==> config.mk <==
export PLATFORM = sky130hd
export DESIGN_NAME = udp_tx_scheduler
export DESIGN_NICKNAME = d
export VERILOG_FILES = /design/src/rtl/udp_tx_scheduler_pkg.sv /design/src/rtl/udp_cmd_collector.sv /design/src/rtl/udp_tx_scheduler.sv
export SDC_FILE = /design/constraint.sdc
export NUM_CORES = 1
export LEC_CHECK = 0
export CAP_MARGIN = 20
export CELL_PAD_IN_SITES_DETAIL_PLACEMENT = 1
export CELL_PAD_IN_SITES_GLOBAL_PLACEMENT = 1
export CORE_ASPECT_RATIO = 0.7
export CORE_MARGIN = 5
export CORE_UTILIZATION = 48
export CTS_BUF_LIST = sky130_fd_sc_hd__clkbuf_4
export CTS_CLUSTER_DIAMETER = 200
export DETAILED_ROUTE_END_ITERATION = 6
export GPL_ROUTABILITY_DRIVEN = 0
export PLACE_DENSITY_LB_ADDON = 0.1
export SYNTH_ARGS = -nofsm -noshare
export SYNTH_HDL_FRONTEND = slang
export SYNTH_HIERARCHICAL = 1
export SYNTH_SLANG_ARGS = --single-unit
export TNS_END_PERCENT = 5
==> constraint.sdc <==
create_clock -name clk -period 7.5 [get_ports clk]
set_input_delay 1.5 -clock clk [delete_from_list [all_inputs] [get_ports clk]]
set_output_delay 1.5 -clock clk [all_outputs]
set_load 0.005 [all_outputs]
==> src/rtl/udp_tx_scheduler_pkg.sv <==
// Shared Ethernet types for the UDP transmit path: address block, command frame
// layout and scheduler state encoding.
package udp_tx_scheduler_pkg;

  localparam int UDP_CMD_BYTES = 27;

  typedef struct packed {
    logic [31:0] src_ip;
    logic [47:0] src_mac;
    logic [15:0] src_port;
    logic [31:0] dest_ip;
    logic [47:0] dest_mac;
    logic [15:0] dest_port;
  } IPInfo;

  // Field order matches the UART byte order, first byte in the top bits.
  typedef struct packed {
    IPInfo      ip;
    logic [7:0] seed;
    logic [7:0] generator;
    logic [7:0] count;
  } udp_cmd_t;

  typedef enum logic [2:0] {
    ST_IDLE,
    ST_CHECK,
    ST_ARM,
    ST_ACK,
    ST_DONE,
    ST_GAP
  } sched_state_t;

endpackage

==> src/rtl/udp_cmd_collector.sv <==
// Assembles 27-byte command frames from the UART byte stream into a one-deep
// pending slot; partial frames time out and overwritten frames are reported.
module udp_cmd_collector
  import udp_tx_scheduler_pkg::*;
#(
  parameter int BYTE_TIMEOUT = 100000
) (
  input  logic     clk,
  input  logic     reset,
  input  logic [7:0] i_rx_data,
  input  logic     i_rx_valid,
  input  logic     i_clear,
  output logic     o_pending,
  output udp_cmd_t o_shadow,
  output logic     o_dropped
);

  localparam int             TW      = $clog2(BYTE_TIMEOUT + 1);
  localparam logic [TW-1:0]  TMO_MAX = TW'(BYTE_TIMEOUT);
  localparam int             SW      = (UDP_CMD_BYTES - 1) * 8;

  logic [4:0]    r_idx;
  logic [TW-1:0] r_tmo;
  logic [SW-1:0] r_shift;
  udp_cmd_t      r_shadow;
  logic          r_pending;
  logic          r_dropped;
  logic          w_expire;
  logic          w_last;

  assign w_expire = (r_idx != 5'd0) && (r_tmo == TMO_MAX);
  // A byte landing on the expiry cycle starts a new frame, so it never completes one.
  assign w_last   = i_rx_valid && !w_expire && (r_idx == 5'(UDP_CMD_BYTES - 1));

  always_ff @(posedge clk) begin
    if (reset) begin
      r_idx     <= '0;
      r_tmo     <= '0;
      r_pending <= 1'b0;
      r_dropped <= 1'b0;
    end else begin
      r_dropped <= w_expire;
      if (i_rx_valid || w_expire || (r_idx == 5'd0)) r_tmo <= '0;
      else                                           r_tmo <= r_tmo + 1'b1;

      if (i_rx_valid) begin
        if (w_expire)    r_idx <= 5'd1;
        else if (w_last) r_idx <= 5'd0;
        else             r_idx <= r_idx + 5'd1;
      end else if (w_expire) begin
        r_idx <= 5'd0;
      end

      if (w_last) begin
        r_pending <= 1'b1;
        if (r_pending && !i_clear) r_dropped <= 1'b1;
      end else if (i_clear) begin
        r_pending <= 1'b0;
      end
    end
  end

  always_ff @(posedge clk) begin
    if (i_rx_valid) r_shift <= {r_shift[SW-9:0], i_rx_data};
    if (w_last)     r_shadow <= {r_shift, i_rx_data};
  end

  assign o_pending = r_pending;
  assign o_shadow  = r_shadow;
  assign o_dropped = r_dropped;

endmodule

==> src/rtl/udp_tx_scheduler.sv <==
// Commits collected command frames and drives the UDP transmitter's send/ready
// handshake for a burst of packets separated by a programmable idle gap.
module udp_tx_scheduler
  import udp_tx_scheduler_pkg::*;
#(
  parameter int GAP_CYCLES   = 1000,
  parameter int BYTE_TIMEOUT = 100000
) (
  input  logic       clk,
  input  logic       reset,
  input  logic [7:0] rx_data,
  input  logic       rx_valid,
  input  logic       tx_ready,
  output logic       send,
  output IPInfo      ip_info,
  output logic [7:0] seed,
  output logic [7:0] generator,
  output logic       busy,
  output logic       frame_dropped
);

  localparam int            GW       = (GAP_CYCLES > 1) ? $clog2(GAP_CYCLES) : 1;
  localparam logic [GW-1:0] GAP_LOAD = GW'(GAP_CYCLES - 1);

  sched_state_t  r_state;
  IPInfo         r_ip;
  logic [7:0]    r_seed;
  logic [7:0]    r_gen;
  logic [7:0]    r_count;
  logic [7:0]    r_idx;
  logic [GW-1:0] r_gap;
  logic          r_send;
  logic          r_busy;
  logic          w_pending;
  logic          w_commit;
  udp_cmd_t      w_shadow;

  assign w_commit = (r_state == ST_IDLE) && w_pending;

  udp_cmd_collector #(
    .BYTE_TIMEOUT (BYTE_TIMEOUT)
  ) u_collector (
    .clk        (clk),
    .reset      (reset),
    .i_rx_data  (rx_data),
    .i_rx_valid (rx_valid),
    .i_clear    (w_commit),
    .o_pending  (w_pending),
    .o_shadow   (w_shadow),
    .o_dropped  (frame_dropped)
  );

  always_ff @(posedge clk) begin
    if (reset) begin
      r_state <= ST_IDLE;
      r_ip    <= '0;
      r_seed  <= '0;
      r_gen   <= '0;
      r_count <= '0;
      r_idx   <= '0;
      r_gap   <= '0;
      r_send  <= 1'b0;
      r_busy  <= 1'b0;
    end else begin
      r_send <= 1'b0;
      case (r_state)
        ST_IDLE: begin
          // busy drops one cycle after re-entering IDLE unless a new burst starts.
          r_busy <= w_pending;
          if (w_pending) begin
            r_ip    <= w_shadow.ip;
            r_seed  <= w_shadow.seed;
            r_gen   <= w_shadow.generator;
            r_count <= w_shadow.count;
            r_idx   <= 8'd0;
            r_state <= ST_CHECK;
          end
        end
        ST_CHECK: r_state <= (r_count == 8'd0) ? ST_IDLE : ST_ARM;
        ST_ARM: begin
          if (tx_ready) begin
            r_send  <= 1'b1;
            r_state <= ST_ACK;
          end
        end
        ST_ACK: if (!tx_ready) r_state <= ST_DONE;
        ST_DONE: begin
          if (tx_ready) begin
            r_idx <= r_idx + 8'd1;
            if (r_idx + 8'd1 == r_count) begin
              r_state <= ST_IDLE;
            end else begin
              r_seed  <= r_seed + 8'd1;
              r_gap   <= GAP_LOAD;
              r_state <= ST_GAP;
            end
          end
        end
        ST_GAP: begin
          if (r_gap == '0) r_state <= ST_ARM;
          else             r_gap   <= r_gap - 1'b1;
        end
        default: r_state <= ST_IDLE;
      endcase
    end
  end

  assign send      = r_send;
  assign ip_info   = r_ip;
  assign seed      = r_seed;
  assign generator = r_gen;
  assign busy      = r_busy;

endmodule

# Yosys cells after proc, flatten, opt, wreduce, memory -nomap -nowiden
# Index checks and enable logic that the tools add are counted.
[word_totals] regBits=687 inputBits=12 out_inout_bits=211 wordCells=102
[op_classes] n_addsub=5 n_eq_ne=15 n_mux=28 bitwise_logic=1 n_reduce_logical=25
[ops] operator="8-bit 2-to-1 mux" n=5
[ops] operator="8-bit case mux with 2 select lines" n=2
[ops] operator="10-bit 2-to-1 mux" n=3
[ops] operator="5-bit 2-to-1 mux" n=4
[ops] operator="10-bit case mux with 2 select lines" n=1
[ops] operator="3-bit 2-to-1 mux" n=6
[ops] operator="3-bit case mux with 6 select lines" n=1
[ops] operator="17-bit by 1-bit adder with 17-bit output, second input constant" n=1
[ops] operator="17-bit == test, second input constant" n=1
[ops] operator="8-bit by 1-bit adder with 8-bit output, second input constant" n=2
[ops] operator="2-bit inequality test, second input constant" n=6
[ops] operator="10-bit zero test" n=1
[ops] operator="10-bit by 1-bit subtractor with 10-bit output, second input constant" n=1
[ops] operator="8-bit == test" n=1
[ops] operator="8-bit zero test" n=1
[ops] operator="4-bit AND reduction" n=2
[ops] operator="2-bit nonzero test" n=4
[ops] operator="3-bit by 2-bit == test with 1-bit output, second input constant" n=2
[ops] operator="3-bit == test, second input constant" n=2
[ops] operator="5-bit by 1-bit adder with 5-bit output, second input constant" n=1
[ops] operator="5-bit == test, second input constant" n=1
[ops] operator="1-bit logical AND" n=5
[ops] operator="5-bit zero test" n=1
[ops] operator="1-bit 2-to-1 mux" n=5
[ops] operator="other kinds (12)" n=15

# Depth between registers and ports, before layout
[logic_depth] depth_word=8 ltp_mapped=9 depth_no_buf=8

# Modules after synthesis
# Netlist, hierarchy kept.
[by_module_without_submodules] mod="udp_cmd_collector" instances=1 cells_each=563 area_each_um2=13913.3 seq_area_each_um2=13212.7
[by_module_without_submodules] mod="udp_tx_scheduler" instances=1 cells_each=1163 area_each_um2=9126.3 seq_area_each_um2=4784.6

# Worst setup path before layout
# Ideal clock, no wire load.
[synth_timing] path_type="input port to flip-flop" startpoint="in rx_valid" endpoint="reg u_collector.r_shadow, in the netlist u_collector/o_shadow[0], enable pin" setup_time_ps=568 t_arrival_ps=6151 required_ps=6932 path_slack_ps=781 stages=4 path_buffers=1 path_cell_list="clkbuf_1 > nand2_1 > o21bai_1 > inv_1"
[synth_between] elab_chain_cells=2
[synth_rtl] element="from (decl)" line="udp_tx_scheduler.sv:12" rtl="input logic rx_valid,"
[synth_rtl] element="1-bit logical AND (2 in a row)" line="udp_cmd_collector.sv:33" rtl="assign w_last = i_rx_valid && !w_expire && (r_idx == 5'(UDP_CMD_BYTES - 1));"
[synth_rtl] element="via u_collector.w_last" line="udp_cmd_collector.sv:29" rtl="logic w_last;"
[synth_rtl] element="to (signal assigned)" line="udp_cmd_collector.sv:65" rtl="if (w_last) r_shadow <= {r_shift, i_rx_data};"
[synth_rtl] element="to (decl)" line="udp_cmd_collector.sv:25" rtl="udp_cmd_t r_shadow;"
# The timed path passes the listed nets, and every way through them passes these cells.
# A chain may end at the register's enable or synchronous reset.

# Worst setup path in the final report
[layout_timing] startpoint="reg r_state[2]" endpoint="reg r_ip, in the netlist ip_info[137]"
[layout_between] elab_chain_cells=2
[layout_rtl] element="from (decl)" line="udp_tx_scheduler.sv:25" rtl="sched_state_t r_state;"
[layout_rtl] element="from (signal assigned)" line="udp_tx_scheduler.sv:79" rtl="ST_CHECK: r_state <= (r_count == 8'd0) ? ST_IDLE : ST_ARM;"
[layout_rtl] element="3-bit zero test" line="udp_tx_scheduler.sv:66" rtl="case (r_state)"
[layout_rtl] element="2-bit AND reduction (no source line)"
[layout_rtl] element="to (signal assigned)" line="udp_tx_scheduler.sv:71" rtl="r_ip <= w_shadow.ip;"
[layout_rtl] element="to (decl)" line="udp_tx_scheduler.sv:26" rtl="IPInfo r_ip;"
# Every way passes these cells.

==> impl_metrics.tcl <==
set metrics [dict create \
    synth_edf_count 424 \
    yosys.area.top_type "edfxtp_1" \
    grt_pass1_wl_um 85040 \
    start_kind "flip-flop" \
    io_pins 223 \
    status "finished, final reports clean" \
    drt-pass1-iter-count 5 \
    cts-root-buf "clkbuf_4" \
    avgSynthCellArea_sq_um 13.35 \
    vias 14567 \
    grt_max_degree 144 \
    async_flop_share 0 \
    grt_usage 0.2024 \
    finalSetupViolations 0 \
    tns_ns 0 \
    use_met3 0.05498 \
    synthToLayoutAreaGrowth_pct 21.47 \
    crit_fanout 137 \
    cts_resized 0 \
    skew_ns 0.03983 \
    yosys-top-cells-area "edfxtp_1 (55%), dfxtp_1 (23%), nand2_1 (7.3%)" \
    intPower_mw 5.812 \
    cts_made_buffers 162 \
    power.leakage_nw 9.261 \
    antenna_found_initial 3 \
    fp.dieH_um 193.3 \
    post_cts_buffers 0 \
    switching_power_mw 1.603 \
    rsz0062_at_grt "no" \
    synth_cells 1726 \
    dp_cells 2492 \
    grt_pass1_vias 15321 \
    cp_data_required_time_ns 8.26 \
    cp_cell_sequence "nor3_1, nand2_4, inv_8, buf_4, nand2_1, a21oi_1" \
    clk_latency_ns 0.87 \
    cts.clk_slew.worst_paths_ns 0.07 \
    synth.top_cell.area_share 0.5526 \
    hold_violations 0 \
    yosys_warnings 6 \
    finalCritPeriodShare 0.5060 \
    ys.flop_type "edfxtp_1" \
    power_density_nw_per_um2 264.9 \
    tightest_slew_ns 1.096 \
    dieArea_sq_um 52550 \
    syn_nets 1747 \
    hold_class "reg2reg" \
    final_cell_count_no_fill 2795 \
    p_clk_frac 0.421 \
    htree_levels 4 \
    cpMaxStageDelayCell "buf_4" \
    met2_usage 0.3207 \
    end_kind "flip-flop" \
    fill_cells 4791 \
    ys_seq_elements 687 \
    synth_area_sq_um 23040 \
    relSlewSlack 0.2691 \
    cts-hold-fix-buffers 0 \
    power_frac_seq 0.560 \
    busiest_layer "met2" \
    max-cap-violations 0 \
    utilization 0.5867 \
    power_frac_comb 0.020 \
    synth_cell_type_count 69 \
    period_minus_slack_ns 3.795 \
    overflow 0 \
    start_util 0.4830 \
    switching_share 0.2162 \
    routed_wirelength_um 53490 \
    port_buffers 222 \
    critical_path_class "reg2reg" \
    peakVddDrop_v 0.0001610 \
    final_common_cell "nand2_1" \
    ant_nets 0 \
    met1_usage 0.2795 \
    max_freq_ghz 0.2635 \
    final_nets 2056 \
    drive_gt1_frac 0.1422 \
    placementRows 67 \
    avgViaCountPerCell 5.212 \
    tritoncts "built" \
    max_stage_delay_ns 0.85 \
    arrival_ns 4.55 \
    slew_viol_final 0 \
    first_iter_violations 796 \
    core_area_sq_um 47700 \
    drt-wirelength-per-cell_um 19.14 \
    ys_seq_area_frac 0.7811 \
    drc 0 \
    mostFrequentLayoutCells "nand2_1 (447), edfxtp_1 (424), clkbuf_4 (268), dfxtp_1 (263), a21oi_1 (233)" \
    clock_sinks 687 \
    clock_path_buffers 3 \
    die_x_um 271.9 \
    post-dp-hpwl_um 32390 \
]
## power by group through the flow
stage | combinational [mW] | clock, mW | sequential (mW)
global route | 0.159 | 3.47 | 4.16
global placement | 0.139 | 0 | 4.23
finish | 0.145 | 3.12 | 4.15
CTS | 0.146 | 3.23 | 4.15
floorplan | 0.0903 | 0 | 4.20
detailed placement | 0.145 | 0 | 4.23
## registers in the layout (all words and copies together), names as in the netlist, 5 cells and up
| signal | cells |
|---|---|
| r_gap | 10 |
| ip_info | 192 |
| generator | 8 |
| u_collector/r_shift | 208 |
| u_collector/o_shadow | 216 |
| r_idx | 8 |
| seed | 8 |
| r_count | 8 |
| u_collector/r_tmo | 17 |
| u_collector/r_idx | 5 |
## worst max-delay path, delay by kind of cell (launching register included)
family	cells	cell delay [ns]
AO/OA/AOI/OAI	1	0.20
buffers and inverters	2	1.66
flip-flops	1	0.45
AND/OR/NAND/NOR	3	1.29
## logic make-up after synthesis
group,share of synthesized area
AOI/OAI and AO/OA,0.07440
xor gates and xnor gates,0.008363
adders and majority gates,0.004888
buffers and inverters,0.01879
DFF,0.7811
muxes,0.0008689
and+or+nand+nor,0.1115
## cell type report
| type | instances | area (sq um) | share of cell area |
|---|---|---|---|
| inverters | 19 | 86.33 | 0.003085 |
| well taps | 621 | 777.0 | 0.02776 |
| flip-flops and latches | 687 | 18000 | 0.6431 |
| repair buffers | 230 | 2303 | 0.08231 |
| clock buffers | 268 | 2012 | 0.07189 |
| diodes | 1 | 2.502 | 0.00008941 |
| multi-input cells | 935 | 4617 | 0.1650 |
| clock inverters | 34 | 191.4 | 0.006840 |
## worst paths after layout
check,startpoint,to,slack [ns],depth (start not counted)
setup / recovery,r_state[2]$_SDFFE_PP0P_,ip_info[137]$_SDFFE_PP0P_,3.71,6
hold / removal,u_collector/r_shift[201]$_DFFE_PP_,u_collector/o_shadow[209]$_DFFE_PP_,0.41,0
setup reg to reg,r_state[2]$_SDFFE_PP0P_,ip_info[137]$_SDFFE_PP0P_,3.71,6
hold reg to reg,u_collector/r_shift[201]$_DFFE_PP_,u_collector/o_shadow[209]$_DFFE_PP_,0.41,0
## cells in the mapped netlist (all sizes together) (5+ instances only)
| cell type | number |
|---|---|
| nand4 | 6 |
| xnor2 | 17 |
| dfxtp | 263 |
| buf | 30 |
| nor3b | 6 |
| o31a | 7 |
| and3 | 7 |
| a21oi | 233 |
| ha | 9 |
| a31oi | 9 |
| clkbuf | 55 |
| xor2 | 5 |
| nor3 | 27 |
| nand2 | 448 |
| o211ai | 6 |
| or3 | 8 |
| nor4 | 8 |
| inv | 19 |
| edfxtp | 424 |
| o21ai | 12 |
| nor2 | 43 |
| nand3 | 19 |
## routing by layer
| metal | vias to the layer above | part of all wire |
|---|---|---|
| li1 | 6848 | - |
| met1 | 7315 | 0.46 |
| met2 | 339 | 0.47 |
| met3 | 63 | 0.055 |
| met4 | 2 | 0.013 |
| met5 | - | 0.00024 |
## through the flow
| step | hold WS (ns) | setup WS [ns] | power, mW | instance area (sq um) |
|---|---|---|---|---|
| after floorplan | 0.4003 | 0.7806 | 4.286 | 23040 |
| after global placement | 0.4036 | 3.319 | 4.367 | 25780 |
| after detailed placement | 0.4052 | 3.328 | 4.378 | 25780 |
| after CTS | 0.4039 | 3.586 | 7.526 | 27980 |
| after global routing | 0.4246 | 3.244 | 7.788 | 27990 |
| final | 0.4054 | 3.705 | 7.415 | 27990 |
(Power assumes the default switching activity.)
